$ cat config.mk
export PLATFORM = sky130hd
export DESIGN_NAME = uart_tx_feeder_flat
export DESIGN_NICKNAME = d
export VERILOG_FILES = /design/src/rtl/uart_pkg.sv /design/src/rtl/uart_tx_feeder_if.sv /design/src/rtl/uart_tx_feeder_sync_fifo.sv /design/src/rtl/uart_tx_feeder.sv /design/src/flat_wrapper.sv
export SDC_FILE = /design/constraint.sdc
export NUM_CORES = 1
export LEC_CHECK = 0
export BUFFER_PORTS_ARGS = -buffer_cell sky130_fd_sc_hd__clkbuf_2
export CORE_UTILIZATION = 40
export DETAILED_ROUTE_END_ITERATION = 7
export SYNTH_ARGS = -nofsm -noshare
export SYNTH_HDL_FRONTEND = slang
export SYNTH_SLANG_ARGS = --single-unit
$ cat constraint.sdc
create_clock -name clk -period 9.6 [get_ports clk]
set_input_delay 0.48 -clock clk [delete_from_list [all_inputs] [get_ports clk]]
set_output_delay 0.48 -clock clk [all_outputs]
set_load 0.005 [all_outputs]
$ cat src/rtl/uart_pkg.sv
// Shared types and constants for the UART transmit feeder.
// The FSM state enum, the default divider value and the register width live here.
package uart_pkg;

  localparam int DEFAULT_CLK_DIV = 139;
  localparam int DAT_WIDTH       = 32;
  localparam int BYTE_WIDTH      = 8;

  typedef enum logic [1:0] {
    ST_INIT = 2'd0,
    ST_IDLE = 2'd1,
    ST_SEND = 2'd2
  } state_t;

  // Zero-extends a byte to the width of the simpleuart data register.
  function automatic logic [DAT_WIDTH-1:0] pad_byte(input logic [BYTE_WIDTH-1:0] b);
    return {{(DAT_WIDTH - BYTE_WIDTH){1'b0}}, b};
  endfunction

endpackage

$ cat src/rtl/uart_tx_feeder_if.sv
// Byte stream into the feeder: valid/ready handshake with 8-bit data.
// The producer holds the master modport and the feeder holds the slave modport.
interface uart_tx_feeder_if;
  import uart_pkg::*;

  logic [BYTE_WIDTH-1:0] in_data;
  logic                  in_valid;
  logic                  in_ready;

  modport master (
    output in_data,
    output in_valid,
    input  in_ready
  );

  modport slave (
    input  in_data,
    input  in_valid,
    output in_ready
  );

endinterface

$ cat src/rtl/uart_tx_feeder_sync_fifo.sv
// Single-clock FIFO with pointers carrying one extra wrap bit.
// Head is read straight from storage, so it is valid whenever the FIFO is non-empty.
module sync_fifo #(
  parameter int WIDTH = 8,
  parameter int DEPTH = 16
) (
  input  logic                   clk,
  input  logic                   reset,
  input  logic                   push,
  input  logic [WIDTH-1:0]       push_data,
  input  logic                   pop,
  output logic [WIDTH-1:0]       head,
  output logic                   full,
  output logic                   empty,
  output logic [$clog2(DEPTH):0] level
);

  localparam int AW = $clog2(DEPTH);

  logic [WIDTH-1:0] mem [DEPTH];
  logic [AW:0]      wr_ptr_reg;
  logic [AW:0]      rd_ptr_reg;
  logic             do_push;
  logic             do_pop;

  // DEPTH is a power of two, so the pointer difference is the occupancy directly.
  assign level   = wr_ptr_reg - rd_ptr_reg;
  assign full    = (level == (AW + 1)'(DEPTH));
  assign empty   = (level == '0);
  assign do_push = push && !full;
  assign do_pop  = pop && !empty;
  assign head    = mem[rd_ptr_reg[AW-1:0]];

  always_ff @(posedge clk) begin
    if (reset) begin
      wr_ptr_reg <= '0;
      rd_ptr_reg <= '0;
    end else begin
      if (do_push) wr_ptr_reg <= wr_ptr_reg + 1'b1;
      if (do_pop)  rd_ptr_reg <= rd_ptr_reg + 1'b1;
    end
  end

  always_ff @(posedge clk) begin
    if (do_push) mem[wr_ptr_reg[AW-1:0]] <= push_data;
  end

endmodule

$ cat src/rtl/uart_tx_feeder.sv
// Buffers bytes from a valid/ready producer and feeds them to simpleuart's data register.
// Programs the simpleuart divider once after every reset before any byte is sent.
module uart_tx_feeder
  import uart_pkg::*;
#(
  parameter int DEPTH   = 16,
  parameter int CLK_DIV = DEFAULT_CLK_DIV
) (
  input  logic                   clk,
  input  logic                   reset,
  uart_tx_feeder_if.slave        src,
  output logic [$clog2(DEPTH):0] level,
  output logic                   overflow,
  output logic [3:0]             div_we,
  output logic [DAT_WIDTH-1:0]   div_di,
  output logic                   dat_we,
  output logic [DAT_WIDTH-1:0]   dat_di,
  input  logic                   dat_wait
);

  state_t                state_reg;
  state_t                state_next;

  logic [BYTE_WIDTH-1:0] head;
  logic                  full;
  logic                  empty;
  logic                  pop;
  logic                  accept;

  logic [3:0]            div_we_reg,   div_we_next;
  logic [DAT_WIDTH-1:0]  div_di_reg,   div_di_next;
  logic                  dat_we_reg,   dat_we_next;
  logic [DAT_WIDTH-1:0]  dat_di_reg,   dat_di_next;
  logic                  overflow_reg, overflow_next;

  sync_fifo #(
    .WIDTH (BYTE_WIDTH),
    .DEPTH (DEPTH)
  ) u_fifo (
    .clk       (clk),
    .reset     (reset),
    .push      (src.in_valid),
    .push_data (src.in_data),
    .pop       (pop),
    .head      (head),
    .full      (full),
    .empty     (empty),
    .level     (level)
  );

  assign src.in_ready = !full;

  // The only pop is the load into dat_di, so the byte in flight is never counted in level.
  assign pop    = (state_reg == ST_IDLE) && !empty;
  assign accept = dat_we_reg && !dat_wait;

  always_ff @(posedge clk) begin
    if (reset) state_reg <= ST_INIT;
    else       state_reg <= state_next;
  end

  always_comb begin
    state_next = state_reg;
    case (state_reg)
      ST_INIT: state_next = ST_IDLE;
      ST_IDLE: if (!empty) state_next = ST_SEND;
      ST_SEND: if (accept) state_next = ST_IDLE;
      default: state_next = ST_INIT;
    endcase
  end

  always_comb begin
    div_we_next   = 4'h0;
    div_di_next   = '0;
    dat_we_next   = dat_we_reg;
    dat_di_next   = dat_di_reg;
    // A push attempt while full is lost even if a pop frees a slot on the same edge.
    overflow_next = overflow_reg | (src.in_valid && !src.in_ready);
    case (state_reg)
      ST_INIT: begin
        div_we_next = 4'hF;
        div_di_next = DAT_WIDTH'(CLK_DIV);
        dat_we_next = 1'b0;
      end
      ST_IDLE: begin
        if (!empty) begin
          dat_we_next = 1'b1;
          dat_di_next = pad_byte(head);
        end else begin
          dat_we_next = 1'b0;
        end
      end
      ST_SEND: begin
        if (accept) dat_we_next = 1'b0;
      end
      default: dat_we_next = 1'b0;
    endcase
  end

  always_ff @(posedge clk) begin
    if (reset) begin
      div_we_reg   <= 4'h0;
      div_di_reg   <= '0;
      dat_we_reg   <= 1'b0;
      dat_di_reg   <= '0;
      overflow_reg <= 1'b0;
    end else begin
      div_we_reg   <= div_we_next;
      div_di_reg   <= div_di_next;
      dat_we_reg   <= dat_we_next;
      dat_di_reg   <= dat_di_next;
      overflow_reg <= overflow_next;
    end
  end

  assign div_we   = div_we_reg;
  assign div_di   = div_di_reg;
  assign dat_we   = dat_we_reg;
  assign dat_di   = dat_di_reg;
  assign overflow = overflow_reg;

endmodule

$ cat src/flat_wrapper.sv
// flat-port wrapper written by rule: the top's interface ports become plain ports
module uart_tx_feeder_flat import uart_pkg::*;
#(
  parameter int DEPTH   = 16,
  parameter int CLK_DIV = DEFAULT_CLK_DIV
)
  (clk, reset, level, overflow, div_we, div_di, dat_we, dat_di, dat_wait, src_in_data, src_in_valid, src_in_ready);
  uart_tx_feeder_if src_i ();
  input  logic clk;
  input  logic reset;
  output logic [$clog2(DEPTH):0] level;
  output logic overflow;
  output logic [3:0] div_we;
  output logic [DAT_WIDTH-1:0] div_di;
  output logic dat_we;
  output logic [DAT_WIDTH-1:0] dat_di;
  input  logic dat_wait;
  input wire logic [$bits(src_i.in_data)-1:0] src_in_data;
  input wire logic [$bits(src_i.in_valid)-1:0] src_in_valid;
  output wire logic [$bits(src_i.in_ready)-1:0] src_in_ready;
  assign src_i.in_data = src_in_data;
  assign src_i.in_valid = src_in_valid;
  assign src_in_ready = src_i.in_ready;
  uart_tx_feeder #(.DEPTH(DEPTH), .CLK_DIV(CLK_DIV)) u_core (.clk(clk), .reset(reset), .src(src_i), .level(level), .overflow(overflow), .div_we(div_we), .div_di(div_di), .dat_we(dat_we), .dat_di(dat_di), .dat_wait(dat_wait));
endmodule
==> results.py, run 1 <==
metrics = {
    "cells_and_area": {
        "largest_reg_flops": 128,
        "synthToLayoutAreaGrowth_pct": 10.6,
        "final_area_sq_um": 7320,
        "fin_util_pct": 45.7,
        "insertedDiodeCount": 0,
        "fin_nets": 475,
        "final_cells": 682,
        "final_layout_size_suffix_gt1_share_pct": 23.4,
    },
    "setup_path": {
        "critPathLaunch": "u_core.u_fifo.rd_ptr_reg[0]",
        "r2r_cells": 9,
        "cp_max_fo": 37,
        "path_class": "reg -> out",
        "cp.required_ns": 9.12,
        "critical_path_arrival_ns": 3.41,
        "cp-end-kind": "output pin",
        "startpoint_type": "register",
        "cp_common_cell": "inv_1",
        "path_cells": "buf_4, ha_1, inv_1, fa_1, nand3b_1, a211o_1, a211oi_4, inv_1, clkbuf_2",
        "setup.worst_path.end": "src_in_ready",
        "worstReg2RegStart": "u_core.u_fifo.rd_ptr_reg[0]",
        "crit_path_top_delay_cell": "a211oi_4",
        "regToRegSetupSlack_ns": 5.73,
        "worstReg2RegEnd": "u_core.u_fifo.mem[3][6]",
        "max_stage_delay_ns": 0.54,
    },
    "clock_tree": {
        "clk_latency_ns": 0.42,
        "numCtsBuffers": 17,
        "post_cts_resized": 0,
        "cts_buffer_depth": 2,
        "postCtsSetupRepairBufs": 0,
        "hold_buffers": 0,
        "path_clk_slew_ns": 0.06,
        "cts_tree": "done",
        "clockRootBuffer": "clkbuf_16",
        "htree_levels": 4,
        "cts.sink_count": 151,
    },
    "power_and_ir_drop": {
        "p_leak_nw": 2.56,
        "peakVddDrop_mv": 0.180,
        "p_total_mw": 1.84,
        "powerDensity_nw_per_um2": 252,
    },
    "synthesis": {
        "synth_flop_cell": "edfxtp_1",
        "syn_inst": 425,
        "avgSynthCellArea_sq_um": 15.6,
        "async_flop_share_pct": 0,
        "ys_ff_latch": 151,
        "synth.yosys.seq_area_share_pct": 65.1,
        "syn_area_sq_um": 6620,
        "ys_types": 41,
        "synth_edf_count": 128,
        "yosys_warnings": 0,
    },
    "global_route": {
        "grt_use_total_pct": 17.2,
        "grt_pass1_vias": 3350,
        "grt_antenna_before_repair": 0,
        "grt_max_degree": 38,
        "overflow": 0,
        "grt_pass1_wl_mm": 20.6,
    },
    "detailed_routing": {
        "wl_mm": 13.4,
        "drt-initial-drc-count": 216,
        "vias": 3490,
        "wire_per_inst_um": 19.6,
        "drt_pass1_iterations": 4,
        "drc_errors": 0,
        "vias_per_cell": 5.12,
        "antenna_left": 0,
    },
    "floorplanning": {
        "start_util_pct": 41.4,
        "num_rows": 46,
        "core-area_sq_um": 16000,
        "die_area_sq_um": 17100,
        "ios": 88,
        "die_x_um": 131,
        "dieHeight_um": 131,
    },
    "place": {
        "gp_congestion": 0.852,
        "portBuffers": 35,
        "place_area_sq_um": 6720,
        "dpl.cell_count": 650,
        "post-dp-hpwl_mm": 8.72,
        "place_ws_ns": 5.71,
    },
    "sta": {
        "maxSlewHeadroom_pct": 25.0,
        "rsz0062_at_grt": "no",
        "finalSetupViolCount": 0,
        "hold_slack_ns": 0.343,
        "period_needed_ns": 3.89,
        "finalCritPeriodShare_pct": 40.5,
        "tns_ns": 0,
        "max_slew.worst_pin.slew_ns": 1.12,
        "final.setup_skew_ns": 0.0107,
        "fin_ws_ns": 5.71,
        "max_freq_ghz": 0.257,
        "maxSlewViolCount": 0,
        "hold_viol_final": 0,
    },
    "worst_hold_path": {
        "min_path_type": "in -> reg",
        "holdPathStages": 3,
    },
    "job": {
        "maxCapViolations": 0,
    },
    "run_status": {
        "status": "completed",
    },
}
power breakdown:
| part | switching (mW) | internal [mW] | leakage [nW] |
|---|---|---|---|
| registers | 0.0202 | 0.749 | 1.34 |
| clock network | 0.278 | 0.390 | 0.285 |
| logic | 0.232 | 0.174 | 0.931 |
layout make-up:
class                   count  area (sq um)
fillers                  1379          8680
flip-flops and latches    151          4310
multi-input cells         236          1920
clock buffers              17           425
well taps                 216           270
repair buffers             37           190
clock inverters            15           169
inverters                  10          37.5
cell usage in the layout, fill, tap and decap left out, types with 2 or more instances in the layout:
cell type,Yosys,final
dfxtp_1,23,22
o21ai_1,5,5
nor2b_1,9,9
mux4_2,32,32
ha_1,9,9
clkbuf_16,0,17
nor2_1,9,9
o21ai_0,12,12
and2_1,2,2
and3_1,14,14
buf_4,61,2
inv_1,10,10
bufinv_16,0,2
clkinvlp_4,0,2
nand3b_1,3,3
conb_1,1,52
or3_1,7,7
a22oi_1,16,16
inv_6,0,3
clkinv_4,0,3
nand4_1,2,2
edfxtp_1,128,128
clkbuf_2,1,35
xor2_1,3,3
a21oi_1,21,21
nand3_1,13,13
nand2_1,11,11
inv_8,0,3
nor3_1,2,2
clkinv_1,0,2
worst min-delay path by stage:
| stage | start | endpoint | slack, ns |
|---|---|---|---|
| CTS | dat_wait | u_core.dat_we | 0.33 |
| global route | dat_wait | u_core.dat_we | 0.35 |
| detailed placement | u_core.dat_di[7] | u_core.dat_di[7] | 0.48 |
| floorplan | u_core.state_reg[1] | u_core.div_we[2] | 0.46 |
| global placement | u_core.dat_di[1] | u_core.dat_di[1] | 0.47 |
| finish | dat_wait | u_core.dat_we | 0.34 |
layer usage:
layer	GRT usage, %	wire length, um
met5	0	0
met4	4.46	127
met3	4.68	720
met2	27.3	6590
met1	23.7	5950
synth_stat cells, types with 3 or more instances:
library cell	instances	area share, %
edfxtp_1	128	58
buf_4	61	6.9
mux4_2	32	11
dfxtp_1	23	7.0
a21oi_1	21	1.6
a22oi_1	16	1.8
and3_1	14	1.3
nand3_1	13	0.98
o21ai_0	12	0.91
nand2_1	11	0.62
inv_1	10	0.57
ha_1	9	1.7
nor2_1	9	0.51
nor2b_1	9	0.85
clkbuf_1	8	0.45
or3_1	7	0.66
o21ai_1	5	0.38
buf_2	4	0.30
buf_1	3	0.17
nand3b_1	3	0.34
xor2_1	3	0.40
worst max-delay path, delay by kind of cell (launching register included):
family / cells / cell delay (ns)
adders and majority gates: 2 / 0.76
and+or+nand+nor: 1 / 0.19
buffers and inverters: 4 / 0.79
DFF: 1 / 0.31
AOI/OAI and AO/OA: 2 / 0.90
cells by family (layout without fill, tap and decap cells):
group                      after synthesis  after routing  share of synthesized area (%)
buffers and inverters                   89             79                           8.83
muxes                                   34             34                           11.3
other                                    1             52                         0.0567
xor gates and xnor gates                 3              3                          0.397
adders and majority gates               10             10                           2.00
DFF                                    151            151                           65.1
AOI/OAI and AO/OA                       60             60                           5.92
and+or+nand+nor                         77             77                           6.45
No activity file was read; power rests on OpenSTA's default activity.
==> run 2: changes to the inputs <==
clock period = 3.18 ns   (was 9.6 ns; I/O delays follow)
==> run 2 against run 1 <==
Compared with the run above:
- combinational power grew to 3.2 times the previous value
- critical endpoint unchanged
- cell area grew 1.3%
- register-to-register slack lost 5.5 ns
- worst hold slack lost 0.28 ns
- largest cell class unchanged
==> results.py, run 2 (synthesis results as in run 1) <==
metrics = {
    "sta": {
        "rsz0062_at_grt": "no",
        "period_needed_ns": 2.96,
        "tns_ns": 0,
        "finalCritPeriodShare_pct": 93.2,
        "maxSlewHeadroom_pct": 50.9,
        "final.setup_skew_ns": 0.00705,
        "finalSetupViolCount": 0,
        "max_freq_ghz": 0.337,
        "max_slew.worst_pin.slew_ns": 0.734,
        "maxSlewViolCount": 0,
        "hold_viol_final": 0,
    },
    "clock_tree": {
        "numCtsBuffers": 17,
        "path_clk_slew_ns": 0.06,
        "cts_buffer_depth": 2,
        "htree_levels": 4,
        "cts.sink_count": 151,
        "cts_tree": "done",
        "postCtsSetupRepairBufs": 0,
        "clk_latency_ns": 0.42,
        "clockRootBuffer": "clkbuf_16",
    },
    "setup_path": {
        "worstReg2RegStart": "u_core.u_fifo.wr_ptr_reg[0]",
        "path_class": "reg -> out",
        "setup.worst_path.end": "src_in_ready",
        "startpoint_type": "register",
        "worstReg2RegEnd": "u_core.u_fifo.mem[9][4]",
        "cp.required_ns": 3.02,
        "cp_max_fo": 13,
        "critical_path_arrival_ns": 2.81,
        "cp-end-kind": "output pin",
        "regToRegSetupSlack_ns": 0.27,
        "critPathLaunch": "u_core.u_fifo.wr_ptr_reg[0]",
        "r2r_cells": 10,
    },
    "global_route": {
        "grt_max_degree": 37,
        "grt_use_total_pct": 17.4,
        "overflow": 0,
        "grt_pass1_vias": 3449,
        "grt_pass1_wl_mm": 20.8,
        "grt_antenna_before_repair": 0,
    },
    "run_status": {
        "status": "completed",
    },
    "cells_and_area": {
        "multi_input_area_sq_um": 1940,
        "seq_area_sq_um": 4310,
        "layout_common_cells": "128 x edfxtp_1, 52 x conb_1, 35 x clkbuf_2",
        "final_layout_size_suffix_gt1_share_pct": 25.1,
        "layout_commonest_cell": "edfxtp_1",
        "fin_nets": 483,
        "largest_reg_flops": 128,
        "synthToLayoutAreaGrowth_pct": 12.0,
        "insertedDiodeCount": 0,
        "nFillCells": 1410,
    },
    "detailed_routing": {
        "vias": 3548,
        "vias_per_cell": 5.14,
        "wire_per_inst_um": 19.6,
        "drc_errors": 0,
        "drt-initial-drc-count": 257,
        "drt_pass1_iterations": 5,
        "antenna_left": 0,
        "wl_mm": 13.5,
    },
    "floorplanning": {
        "start_util_pct": 41.4,
        "die_x_um": 131,
        "dieHeight_um": 131,
        "num_rows": 46,
        "die_area_sq_um": 17100,
        "ios": 88,
        "core-area_sq_um": 16000,
    },
    "worst_hold_path": {
        "min_from": "src_in_valid",
        "min_path_type": "in -> reg",
    },
    "power_and_ir_drop": {
        "powerDensity_nw_per_um2": 761,
        "p_leak_nw": 2.60,
        "p_total_mw": 5.64,
        "peakVddDrop_mv": 0.425,
    },
    "place": {
        "gp_congestion": 0.793,
        "portBuffers": 35,
        "post-dp-hpwl_mm": 8.85,
    },
    "job": {
        "maxCapViolations": 0,
    },
}
==> run 2: layout make-up <==
class | count | area share [%]
Clock buffer | 17 | 5.74
Clock inverter | 15 | 2.40
Inverter | 10 | 0.507
Multi-Input combinational cell | 236 | 26.1
Sequential cell | 151 | 58.1
Tap cell | 216 | 3.65
Timing Repair Buffer | 45 | 3.46
==> run 2: worst min-delay path by stage <==
stage	endpoint	slack, ns	cells after the start
6_report	u_core.u_fifo.wr_ptr_reg[1]	0.06	3
5_1_grt	u_core.overflow	0.07	3
4_1_cts	u_core.u_fifo.wr_ptr_reg[1]	0.05	3
3_5_place_dp	u_core.dat_we	0.44	3
3_3_place_gp	u_core.dat_we	0.44	3
2_1_floorplan	u_core.u_fifo.mem[0][0]	0.26	0
==> run 2: repair_timing <==
action | 4_1_cts | 5_1_grt
hold buffers | 1 | 0
gates resized for setup | 0 | 5
endpoints found under the setup margin | 0 | 25
endpoints found under the hold margin | 1 | 0
==> run 2: per-layer routing <==
metal | global-route usage, % | share of wire (%)
met5 | 0 | 0
met3 | 3.79 | 5.2
met2 | 26.5 | 48
met4 | 6.90 | 1.7
met1 | 24.2 | 45
==> run 2: power breakdown <==
part	switching (mW)	internal, mW
logic	0.717	0.563
registers	0.0641	2.26
clock network	0.793	1.24
total	1.57	4.06
==> run 2: metrics by stage <==
| stage | instance area, sq um | cells | util (%) | hold slack [ns] | setup slack (ns) |
|---|---|---|---|---|---|
| final | 7410 | 690 | 46.3 | 0.0594 | 0.216 |
| after global routing | 7410 | 690 | 46.3 | 0.0708 | 0.00367 |
| after floorplan | 6810 | 476 | - | 0.258 | 0.141 |
| after CTS | 7390 | 690 | 46.2 | 0.0478 | 0.0912 |
| after detailed placement | 6780 | 657 | 42.4 | 0.444 | 0.0901 |
| after global placement | 6780 | 657 | 42.4 | 0.439 | 0.253 |
==> run 2: critical path, cell delays in order, from the launching register on <==
cell,delay [ns]
dfxtp_2,0.37
inv_1,0.09
ha_1,0.21
inv_1,0.07
fa_1,0.44
nand3b_1,0.17
a211o_1,0.36
a211oi_4,0.35
buf_6,0.19
inv_1,0.04
clkbuf_2,0.10
